[src/rtl/bcd_pkg.sv]
// Shared types and constants for the BCD-to-binary converter.
package bcd_pkg;

  // Converter control states.
  typedef enum logic [1:0] {
    IDLE  = 2'd0,
    SHIFT = 2'd1,
    DONE  = 2'd2
  } bcd_state_t;

  // Width of one packed decimal digit.
  localparam int DIGIT_W = 4;

  // Largest legal decimal digit.
  localparam logic [DIGIT_W-1:0] BCD_MAX = 4'd9;

  // Correction applied to a digit that received a carry-in bit from above.
  localparam logic [DIGIT_W-1:0] BCD_ADJ = 4'd3;

  // 10^n as an unsigned 64-bit value.
  // Used at elaboration time to size-check the binary result.
  function automatic longint unsigned pow10(input int n);
    longint unsigned acc;
    acc = 64'd1;
    for (int k = 0; k < n; k++) begin
      acc = acc * 64'd10;
    end
    return acc;
  endfunction

endpackage

[src/rtl/bcd_sub3.sv]
// One digit of the reverse double-dabble correction.
// A digit of 8 or more has just taken the bit shifted down from the next
// digit, which counts as 8 here but is only worth 5 in decimal, so 3 is
// removed.
module bcd_sub3
  import bcd_pkg::*;
(
  input  logic [DIGIT_W-1:0] din,
  output logic [DIGIT_W-1:0] dout
);

  localparam logic [DIGIT_W-1:0] ADJ_THRESHOLD = 4'd8;

  assign dout = (din >= ADJ_THRESHOLD) ? (din - BCD_ADJ) : din;

endmodule

[src/rtl/bcd2num.sv]
// Sequential packed-BCD to binary converter.
// Uses reverse double-dabble, one shift/correct step per clock, behind a
// start/valid handshake. Inputs that hold a non-decimal digit are rejected
// through the o_err flag.
module bcd2num
  import bcd_pkg::*;
#(
  parameter int DIGITS = 3,
  parameter int BIN_W  = 10
) (
  input  logic                      i_clk,
  input  logic                      i_rst,
  input  logic                      i_start,
  input  logic [DIGIT_W*DIGITS-1:0] i_bcd,
  output logic                      o_busy,
  output logic                      o_valid,
  output logic                      o_err,
  output logic [BIN_W-1:0]          o_bin
);

  localparam int BCD_W  = DIGIT_W * DIGITS;
  localparam int WORK_W = BCD_W + BIN_W;
  localparam int CNT_W  = $clog2(BIN_W + 1);

  // The largest decimal input must fit in the binary result.
  generate
    if ((longint'(1) << BIN_W) <= (pow10(DIGITS) - 64'd1)) begin : g_width_check
      $error("bcd2num: BIN_W too small to hold 10^DIGITS-1");
    end
  endgenerate

  bcd_state_t        state_reg;
  logic [WORK_W-1:0] work_reg;
  logic [CNT_W-1:0]  cnt_reg;
  logic              busy_reg;
  logic              valid_reg;
  logic              err_reg;
  logic [BIN_W-1:0]  bin_reg;

  logic [DIGITS-1:0] digit_bad;
  logic              bcd_bad;
  logic [WORK_W-1:0] shifted;
  logic [BCD_W-1:0]  adj_bcd;
  logic [WORK_W-1:0] step_work;
  logic              last_iter;

  // One comparator per digit; any digit above 9 rejects the request.
  generate
    for (genvar gi = 0; gi < DIGITS; gi++) begin : g_digit_check
      assign digit_bad[gi] = (i_bcd[gi*DIGIT_W +: DIGIT_W] > BCD_MAX);
    end
  endgenerate

  assign bcd_bad = |digit_bad;

  // Each step shifts the whole work register down by one bit.
  // After the shift, every BCD digit is corrected independently.
  assign shifted = work_reg >> 1;

  generate
    for (genvar gi = 0; gi < DIGITS; gi++) begin : g_digit_adj
      bcd_sub3 u_sub3 (
        .din  (shifted[BIN_W + gi*DIGIT_W +: DIGIT_W]),
        .dout (adj_bcd[gi*DIGIT_W +: DIGIT_W])
      );
    end
  endgenerate

  assign step_work = {adj_bcd, shifted[BIN_W-1:0]};
  assign last_iter = (cnt_reg == CNT_W'(BIN_W - 1));

  // Control FSM and datapath.
  // A request is accepted in IDLE and also in DONE, which allows
  // back-to-back conversions.
  always_ff @(posedge i_clk) begin
    if (i_rst) begin
      state_reg <= IDLE;
      work_reg  <= '0;
      cnt_reg   <= '0;
      busy_reg  <= 1'b0;
      valid_reg <= 1'b0;
      err_reg   <= 1'b0;
      bin_reg   <= '0;
    end else begin
      valid_reg <= 1'b0;
      case (state_reg)
        IDLE, DONE: begin
          if (i_start) begin
            if (bcd_bad) begin
              err_reg   <= 1'b1;
              bin_reg   <= '0;
              valid_reg <= 1'b1;
              state_reg <= DONE;
            end else begin
              work_reg  <= {i_bcd, {BIN_W{1'b0}}};
              cnt_reg   <= '0;
              err_reg   <= 1'b0;
              busy_reg  <= 1'b1;
              state_reg <= SHIFT;
            end
          end else begin
            state_reg <= IDLE;
          end
        end
        SHIFT: begin
          work_reg <= step_work;
          cnt_reg  <= cnt_reg + CNT_W'(1);
          if (last_iter) begin
            bin_reg   <= step_work[BIN_W-1:0];
            busy_reg  <= 1'b0;
            valid_reg <= 1'b1;
            state_reg <= DONE;
          end
        end
        default: begin
          busy_reg  <= 1'b0;
          state_reg <= IDLE;
        end
      endcase
    end
  end

  // Once every bit has been shifted out, the BCD field must have drained
  // to zero.
  always_ff @(posedge i_clk) begin
    if (!i_rst && state_reg == SHIFT && last_iter) begin
      assert (step_work[WORK_W-1:BIN_W] == '0);
    end
  end

  assign o_busy  = busy_reg;
  assign o_valid = valid_reg;
  assign o_err   = err_reg;
  assign o_bin   = bin_reg;

endmodule
[config.mk]
export PLATFORM = sky130hd
export DESIGN_NAME = bcd2num
export DESIGN_NICKNAME = d
export VERILOG_FILES = /design/src/rtl/bcd_pkg.sv /design/src/rtl/bcd_sub3.sv /design/src/rtl/bcd2num.sv
export SDC_FILE = /design/constraint.sdc
export NUM_CORES = 1
export LEC_CHECK = 0
export CORE_MARGIN = 2
export CORE_UTILIZATION = 23
export CTS_BUF_LIST = sky130_fd_sc_hd__clkbuf_4
export CTS_CLUSTER_SIZE = 10
export DETAILED_ROUTE_END_ITERATION = 7
export HOLD_SLACK_MARGIN = 0.08
export PLACE_DENSITY = 0.45
export SLEW_MARGIN = 5
export SYNTH_ARGS = -nofsm -noshare
export SYNTH_HDL_FRONTEND = slang
export SYNTH_SLANG_ARGS = --single-unit
[constraint.sdc]
create_clock -name i_clk -period 1.8 [get_ports i_clk]
set_input_delay 0.36 -clock i_clk [delete_from_list [all_inputs] [get_ports i_clk]]
set_output_delay 0.36 -clock i_clk [all_outputs]
set_load 0.02 [all_outputs]
==> flow_metrics.tcl <==
set metrics [dict create \
    outcome "finished clean" \
    cts_repair_resize_count 0 \
    tns_ps 0 \
    clock_latency_ps 350 \
    power.share.clock_pct 33.0 \
    cts_tree "done" \
    grt.overflow.total 0 \
    post-route-min-period_ps 1680 \
    cts_root_buf "clkbuf_4" \
    worstSetupStartpointType "flop" \
    grt_pass1_vias 1594 \
    ys_warn_count 0 \
    synth_edf_count 0 \
    slew-limit-headroom_pct 83.1 \
    clk_pin_slew_ps 120 \
    antenna_found_initial 0 \
    drive_above_1_share_pct 14.4 \
    critPathArrivalTime_ps 1320 \
    hold_violations 0 \
    utilization_pct 31.6 \
    row_count 32 \
    hp-class "reg2reg" \
    dieArea_sq_mm 0.00858 \
    critPathCaptureType "output pin" \
    vias 1591 \
    clock-skew-final_ps 11.1 \
    drt_iter0_drc 74 \
    avgSynthCellArea_sq_um 8.56 \
    p_sw_mw 0.475 \
    synthArstFlopShare_pct 0 \
    grt_usage_pct 11.1 \
    finalCritPeriodShare_pct 93.4 \
    critPathTopFamily "buffers and inverters" \
    combPwrFrac_pct 15.8 \
    cp_slowest_stage_delay_ps 610 \
    h-tree-depth 2 \
    start_util_pct 23.5 \
    cp_max_fo 2 \
    die_h_um 92.6 \
    grt_pass1_wl_um 7680 \
    grt_busiest_layer "met2" \
    ant_nets 0 \
    met2_usage_pct 17.5 \
    cts_setup_buffers 0 \
    drv_slew 0 \
    max_freq_mhz 595 \
    dp_hpwl_um 3100 \
    holdWs_ps 465 \
    p_int_mw 1.37 \
    met3_usage_pct 2.93 \
    clkSinkCount 40 \
    crit_chain "clkdlybuf4s50_1" \
    share_seq_of_total_power_pct 51.2 \
    cts_buffer_depth 2 \
    synthToLayoutAreaGrowth_pct 34.6 \
    peakVddDrop_mv 0.221 \
    synth-seq-area-share_pct 44.3 \
    netlist_instances 211 \
    place.gp.congestion 0.722 \
    netlist_area_sq_mm 0.00181 \
    drc 0 \
    drtPass1Iterations 6 \
    cp.required_ps 1440 \
    rsz0062_at_grt "no" \
    vias_per_cell 4.43 \
    tightest_slew_ps 251 \
    synth_flop_cell "dfxtp_1" \
    cp.buffers_inverters 1 \
    die_w_um 92.6 \
    path_class "reg2out" \
    hold_buffers 0 \
    maxCapViolations 0 \
    drt-total-wl_um 4490 \
    nets 277 \
    crit_path_top_delay_cell "clkdlybuf4s50_1" \
    largest_reg_flops 21 \
    ios 28 \
    leakage_nw 0.863 \
    diodes 0 \
    power.total_mw 1.85 \
    grt_max_degree 42 \
    ys_types 36 \
    synthesis.nets 232 \
    layout.cells.non_filler 359 \
    power.density_mw_per_mm2 759 \
    cts_buffers 5 \
    synth-seq-cells 40 \
    nFillCells 841 \
    coreArea_sq_mm 0.00769 \
    finalSetupViolCount 0 \
    placed_cells 351 \
    portBuffers 27 \
    swShare_pct 25.8 \
    met1_usage_pct 14.9 \
    wl_per_cell_um 12.5 \
]
## routing by layer
| layer | wire [um] | vias up | share of wire, % |
|---|---|---|---|
| met2 | 2020 | 17 | 45 |
| met3 | 133 | 6 | 3.0 |
| met5 | 0 | - | 0 |
| li1 | - | 829 | - |
| met4 | 73 | 0 | 1.6 |
| met1 | 2260 | 739 | 50 |
## synth_stat cells (all sizes together) (3+ instances only)
cell type	number	area [sq um]
dfxtp	40	801
nand2	32	120
a21oi	31	155
nor2	14	52.6
o21ai	12	63.8
or3	9	56.3
a211oi	8	60.1
buf	7	50.1
clkbuf	7	27.5
ha	6	75.1
inv	5	18.8
nand2b	4	25.0
xnor2	4	35.0
nor3	3	15.0
## layout make-up
type | count | area [sq um] | share of cell area, %
inverters | 5 | 18.8 | 0.772
multi-input cells | 152 | 910 | 37.4
flip-flops and latches | 40 | 801 | 32.9
repair buffers | 52 | 495 | 20.4
clock buffers | 6 | 45.0 | 1.85
well taps | 102 | 128 | 5.25
clock inverters | 2 | 35.0 | 1.44
## stage by stage
stage | setup slack [ps] | area [sq um]
after floorplan | 342 | 1810
after global placement | -141 | 2350
after detailed placement | -165 | 2350
after CTS | 82.8 | 2430
after global routing | 4.30 | 2430
final | 118 | 2430
## cell families (layout without fill, tap and decap cells)
kind of cell	count (synthesis)	count (layout)	synth area share, %
simple gates	74	74	20.4
compound gates	65	65	22.4
flops	40	40	44.3
buf+inv	19	65	5.33
fa+ha+maj	6	6	4.16
xor+xnor	6	6	2.91
mux	1	1	0.554
## cell usage in the layout (no fill, tap or decap), drive strengths merged, types with 2 or more instances in the layout
master and instances:
a221oi 2, inv 5, xnor2 4, nand2 32, nand3 2, a22oi 2
clkbuf 6, ha 6, nor4 2, a311oi 2, o211a 2, a41oi 2
or3 9, buf 25, nand3b 2, nand2b 4, o21ai 12, nor3 3
o21a 2, nand4 2, xor2 2, nor2 14, clkdlybuf4s50 27, a211oi 8
a21oi 31, dfxtp 40
## power by group through the flow
stage	logic [mW]	clock network (mW)	registers, mW
finish	0.292	0.608	0.945
CTS	0.295	0.627	0.946
global placement	0.293	0	0.965
floorplan	0.151	0	0.964
global route	0.324	0.666	0.951
detailed placement	0.293	0	0.966
## path summary, 6_finish.rpt
check / startpoint / slack [ps] / to / depth (start not counted)
setup / recovery: o_err / 120 / o_err / 1
hold / removal: work_reg[8] / 460 / work_reg[8] / 2
setup reg to reg: cnt_reg[0] / 150 / o_bin[3] / 5
hold reg to reg: work_reg[8] / 460 / work_reg[8] / 2
No activity file was read; power rests on OpenSTA's default activity.
